File: src/rtl/fm_audio_pkg.sv
// Shared types and constants for the FM audio output path.
package fm_audio_pkg;

  localparam int unsigned AUDIO_DATA_W = 32;

  // Channel tag carried alongside each serialized sample.
  localparam logic CHAN_L = 1'b0;
  localparam logic CHAN_R = 1'b1;

  // Pair scheduler states: waiting for a pair, sending left, sending right.
  typedef enum logic [1:0] {
    StIdle  = 2'd0,
    StSendL = 2'd1,
    StSendR = 2'd2
  } audio_sched_state_t;

endpackage

File: src/rtl/fm_desync_monitor.sv
// Watches the two FIFO empty flags and raises a sticky error once exactly one
// channel has had data for DESYNC_LIMIT consecutive cycles.
module fm_desync_monitor
  import fm_audio_pkg::*;
#(
  parameter int unsigned DESYNC_LIMIT = 1024
) (
  input  logic clock,
  input  logic reset,
  input  logic left_empty_i,
  input  logic right_empty_i,
  input  logic clear_err_i,
  output logic desync_err_o
);

  localparam int unsigned CntW = $clog2(DESYNC_LIMIT + 1);
  localparam logic [CntW-1:0] Limit = CntW'(DESYNC_LIMIT);

  logic [CntW-1:0] cnt_q, cnt_d;
  logic            err_q, err_d;
  logic            one_sided;

  assign one_sided = left_empty_i ^ right_empty_i;

  // Saturating run-length of one-sided cycles; clear beats a coincident set.
  always_comb begin
    cnt_d = cnt_q;
    err_d = err_q;
    if (clear_err_i) begin
      cnt_d = '0;
      err_d = 1'b0;
    end else begin
      if (!one_sided) begin
        cnt_d = '0;
      end else if (cnt_q != Limit) begin
        cnt_d = cnt_q + 1'b1;
      end
      if (cnt_d == Limit) begin
        err_d = 1'b1;
      end
    end
  end

  // Counter and sticky flag registers.
  always_ff @(posedge clock or negedge reset) begin
    if (!reset) begin
      cnt_q <= '0;
      err_q <= 1'b0;
    end else begin
      cnt_q <= cnt_d;
      err_q <= err_d;
    end
  end

  assign desync_err_o = err_q;

endmodule

File: src/rtl/fm_audio_pair_sched.sv
// Stereo output scheduler: pops the left/right FIFOs only as a matched pair and
// serializes each pair as L then R over a valid/ready stream.
module fm_audio_pair_sched
  import fm_audio_pkg::*;
#(
  parameter int unsigned DATA_W       = AUDIO_DATA_W,
  parameter int unsigned DESYNC_LIMIT = 1024,
  parameter int unsigned CNT_W        = 32
) (
  input  logic              clock,
  input  logic              reset,
  input  logic              enable_i,
  input  logic              left_empty_i,
  input  logic [DATA_W-1:0] left_dout_i,
  output logic              left_rd_en_o,
  input  logic              right_empty_i,
  input  logic [DATA_W-1:0] right_dout_i,
  output logic              right_rd_en_o,
  output logic              out_valid_o,
  input  logic              out_ready_i,
  output logic [DATA_W-1:0] out_data_o,
  output logic              out_chan_o,
  output logic [CNT_W-1:0]  pair_count_o,
  output logic              desync_err_o,
  input  logic              clear_err_i
);

  audio_sched_state_t state_q, state_d;
  logic [DATA_W-1:0]  l_q, l_d;
  logic [DATA_W-1:0]  r_q, r_d;
  logic [CNT_W-1:0]   pair_count_q, pair_count_d;
  logic               can_fetch;
  logic               pop;
  logic               r_accept;

  // A new pair may be fetched when idle or as the held R sample leaves.
  // Gated by reset so a held-in-reset scheduler never drains the FIFOs.
  assign can_fetch = (state_q == StIdle) || ((state_q == StSendR) && out_ready_i);
  assign pop       = reset && enable_i && !left_empty_i && !right_empty_i && can_fetch;
  assign r_accept  = (state_q == StSendR) && out_ready_i;

  assign left_rd_en_o  = pop;
  assign right_rd_en_o = pop;

  // Next-state logic for the L/R serializer.
  always_comb begin
    state_d = state_q;
    unique case (state_q)
      StIdle: begin
        if (pop) state_d = StSendL;
      end
      StSendL: begin
        if (out_ready_i) state_d = StSendR;
      end
      StSendR: begin
        if (out_ready_i) state_d = pop ? StSendL : StIdle;
      end
      default: state_d = StIdle;
    endcase
  end

  // Capture both FIFO heads together on a pop; count completed pairs.
  always_comb begin
    l_d          = l_q;
    r_d          = r_q;
    pair_count_d = pair_count_q;
    if (pop) begin
      l_d = left_dout_i;
      r_d = right_dout_i;
    end
    if (r_accept) begin
      pair_count_d = pair_count_q + 1'b1;
    end
  end

  // State, pair holding and count registers.
  always_ff @(posedge clock or negedge reset) begin
    if (!reset) begin
      state_q      <= StIdle;
      l_q          <= '0;
      r_q          <= '0;
      pair_count_q <= '0;
    end else begin
      state_q      <= state_d;
      l_q          <= l_d;
      r_q          <= r_d;
      pair_count_q <= pair_count_d;
    end
  end

  // Output mux; in idle r_q is the last sample sent, so out_data holds it.
  always_comb begin
    out_valid_o = 1'b0;
    out_chan_o  = CHAN_L;
    out_data_o  = r_q;
    unique case (state_q)
      StSendL: begin
        out_valid_o = 1'b1;
        out_data_o  = l_q;
      end
      StSendR: begin
        out_valid_o = 1'b1;
        out_chan_o  = CHAN_R;
      end
      default: ;
    endcase
  end

  assign pair_count_o = pair_count_q;

  fm_desync_monitor #(
    .DESYNC_LIMIT (DESYNC_LIMIT)
  ) u_desync_monitor (
    .clock         (clock),
    .reset         (reset),
    .left_empty_i  (left_empty_i),
    .right_empty_i (right_empty_i),
    .clear_err_i   (clear_err_i),
    .desync_err_o  (desync_err_o)
  );

endmodule

File: config.mk
export PLATFORM = sky130hd
export DESIGN_NAME = fm_audio_pair_sched
export DESIGN_NICKNAME = d
export VERILOG_FILES = /design/src/rtl/fm_audio_pkg.sv /design/src/rtl/fm_desync_monitor.sv /design/src/rtl/fm_audio_pair_sched.sv
export SDC_FILE = /design/constraint.sdc
export NUM_CORES = 1
export LEC_CHECK = 0
export ABC_AREA = 1
export BUFFER_PORTS_ARGS = -buffer_cell sky130_fd_sc_hd__buf_4
export CORE_ASPECT_RATIO = 1.1
export CORE_MARGIN = 3
export CORE_UTILIZATION = 48
export DETAILED_ROUTE_END_ITERATION = 7
export GPL_ROUTABILITY_DRIVEN = 1
export GPL_TIMING_DRIVEN = 0
export PLACE_DENSITY = 0.76
export SYNTH_ARGS = -nofsm -noshare
export SYNTH_HDL_FRONTEND = slang
export SYNTH_SLANG_ARGS = --single-unit
File: constraint.sdc
create_clock -name clock -period 1.85 [get_ports clock]
set_input_delay 0.37 -clock clock [delete_from_list [all_inputs] [get_ports clock]]
set_output_delay 0.37 -clock clock [all_outputs]
set_load 0.02 [all_outputs]
==> results.cfg <==
[power]
p_switching_uw = 3730
static_leakage_uw = 0.00421
power_report.internal_total_uw = 6480
netSwitchingFraction_pct = 36.5
max-vdd-ir-drop_uv = 1010
post-layout-total-power_uw = 10200
pwr-share-clk_pct = 19.6
pwr-share-comb_pct = 45.5
sequentialPowerShare_pct = 34.9
power_density_nw_per_um2 = 1310

[grt]
number_of_global_route_vias_before_repair = 4884
grt_start_max_net_pins = 57
groute.usage.overall_pct = 23.1
first_pass_grt_wire_length_um = 23000
grt_antenna_before_repair = 0
congestion_overflow_gr = 0

[cts]
cts_buffers = 9
clk_path_buf_depth = 2
clkSinkCount = 110
clk_transition_reported_paths_ps = 70
htree_levels = 3
tritoncts_clock_tree = built
clock_tree_root_driver_cell = clkbuf_16
clk-insertion-delay-late_ps = 340

[detailed_routing]
detail_route.iter0.violations = 216
antenna_violating_nets_post_route = 0
avgViaCountPerCell = 4.98
drt-pass1-iter-count = 4
detail_route.wirelength_um = 14600
post_drt_wl_per_cell_um = 14.6
dr_total_vias = 4977
drcViolationCount = 0

[final_layout]
share_of_final_layout_standard_cells_stronger_than_drive_strength_1_pct = 36.2
final_nets = 930
antenna_cells = 0
utilization_pct = 72.8
syn2layout_area_growth_pct = 44.4

[sta]
final_critical_path_setup_slack_ps = -252
clock-skew-final_ps = 4.55
drv_slew = 0
final_period_minus_worst_setup_slack_ps = 2100
max_freq_ghz = 0.476
fin_crit_sh_pct = 114
report.final.setup_viol = 39
grt_setup_unrepaired = yes
hold-worst-slack_ps = -101
tightestPinTransition_ps = 481
fin_setup_tns_ps = -7290
finalHoldViolations = 55
max-slew-margin-rel_pct = 67.8

[critical_path]
reg2reg_start = state_q[0]
setup.reg_to_reg.worst_slack_ps = -60
crit_end = out_data_o[1]
worst_r2r_endpoint = state_q[0]
setup.worst_path.start = state_q[1]
crit_path_max_fanout = 7
worst_path_max_delay_cell = dfrtp_1
cp-start-kind = flop
worstPathArrival_ps = 1730
timing.critical_path.slowest_cell_delay_ps = 420
critical_path.cell_chain = inv_2 > ha_4 > clkinvlp_4 > buf_12 > clkbuf_16 > nand2_2 > nand2_2 > buf_6
critical_path_class = reg2out
cp.required_ps = 1480
critical_path.endpoint_type = output port
ff2ff_path_depth = 12
critical_path.most_common_cell = nand2_2

[synth]
syn-mean-instance-area_sq_um = 8.00
synth.yosys.seq_area_share_pct = 51.1
synthesis.instances = 673
synth_largest_area_cell = dfrtp_1
yosys_register_bits = 110
synth_top_cells_by_area = dfrtp_1 51%, nand2_1 24%, xor2_1 3.1%
post_synth_instance_area_sq_um = 5380
ys_warn_count = 0
syn-num-nets = 751
synthDistinctLibCells = 31
synth_top_area_share_pct = 51.1

[job]
maxCapViolCount = 0

[placement]
dpl_worst_slack_ps = -1040
place_congestion = 0.914
io_buffers = 139
post-dp-hpwl_um = 9470

[floorplanning]
boundaryPins = 140
floorplan.die.height_um = 117
placeableCoreArea_sq_um = 10700
die_area_sq_um = 12500
initial_utilization_pct = 50.4
placementRows = 39
die_w_um = 107

[outcome]
violations = hold timing, setup timing
status = complete, but fails checks

[worst_hold_path]
worstHoldPathType = in2async
[repair_timing]
item | CTS | global route
pin swaps | 5 | 21
hold endpoints to repair | 55 | 55
gates resized for setup | 72 | 97
buffers inserted | 16 | 9
endpoints found under the setup margin | 101 | 90
gates cloned | 3 | 2
[cells by family (layout without fill, tap and decap cells)]
logic type | after synthesis | count (layout) | synth area share [%]
buffers and inverters | 57 | 241 | 4.28
XOR/XNOR | 33 | 33 | 5.37
AO/OA/AOI/OAI | 7 | 7 | 0.767
adder cells (fa/ha/maj) | 7 | 7 | 1.63
flip-flops | 110 | 110 | 51.1
AND/OR/NAND/NOR | 459 | 459 | 36.8
[cell usage in the layout, fill, tap and decap left out, types with 10 or more instances in the layout]
| master | Yosys | routed |
|---|---|---|
| inv_1 | 33 | 27 |
| buf_6 | 0 | 38 |
| clkbuf_16 | 0 | 12 |
| nand2_2 | 9 | 50 |
| xor2_1 | 19 | 19 |
| nand3_1 | 22 | 22 |
| nor2_1 | 38 | 36 |
| nand2_1 | 346 | 292 |
| buf_4 | 1 | 123 |
| dfrtp_1 | 110 | 107 |
| nand2_4 | 1 | 14 |
| buf_2 | 10 | 10 |
| xnor2_1 | 14 | 14 |
[worst min path at each step]
stage | startpoint | endpoint | cells after the start
floorplan | reset | l_q[0] | 0
global placement | pair_count_o[31] | pair_count_o[31] | 1
detailed placement | pair_count_o[31] | pair_count_o[31] | 1
CTS | reset | state_q[0] | 1
global route | reset | state_q[0] | 1
finish | reset | r_q[29] | 1
[flip-flops by register name, summed over array words and instances, names as in the netlist]
register,count
u_desync_monitor.cnt_q,11
state_q,2
r_q,32
pair_count_o,32
u_desync_monitor.desync_err_o,1
l_q,32
[cell usage after synthesis]
library cell,number
nand3b_1,1
nor3_1,10
buf_4,1
buf_1,2
nor3_2,3
nor3_4,4
inv_1,33
o21ai_1,2
o22ai_1,1
o21bai_1,1
nand3_1,22
nand3_2,5
ha_1,7
nor2_4,4
xor2_1,19
dfrtp_1,110
a21o_1,1
nor2_1,38
and3_1,1
nor3b_1,1
nor2_2,4
nand4_1,8
xnor2_1,14
nand4_4,1
buf_2,10
nand2_1,346
nor4_1,1
clkbuf_1,11
o21ai_0,2
nand2_4,1
nand2_2,9
[metrics by stage]
step                area, sq um  cells
finish                     7770   1000
global route               7770   1000
CTS                        7360    989
detailed placement         6610    955
global placement           6610    955
floorplan                  5390    673
[metal layers]
| layer | GRT usage, % | up-vias | routed length, um |
|---|---|---|---|
| met5 | 0 | - | 0 |
| met3 | 6.31 | 24 | 969 |
| met4 | 6.56 | 0 | 252 |
| li1 | - | 2426 | - |
| met1 | 28.3 | 2374 | 5980 |
| met2 | 40.5 | 153 | 7410 |
[cell type report]
type	count	area, sq um
plain buffers	23	183
clock buffers	11	253
clock inverters	5	57.6
fillers	779	2910
inverters	33	130
multi-input cells	506	2680
flip-flops and latches	110	2760
well taps	143	179
repair buffers	169	1540
[power by group through the flow]
stage               sequential [uW]  combinational, uW  clock (uW)
finish                         3560               4640        2000
global route                   3650               5030        2140
CTS                            3480               4010        2040
detailed placement             3490               3200           0
global placement               3470               3140           0
floorplan                      3430               1880           0
[critical path: cells and delay by family (launching register included)]
kind                     cells  cell delay, ps
adder cells (fa/ha/maj)      1             190
buffers and inverters        5             670
flip-flops                   1             420
AND/OR/NAND/NOR              2             120
Power figures use the tool's default switching activity.
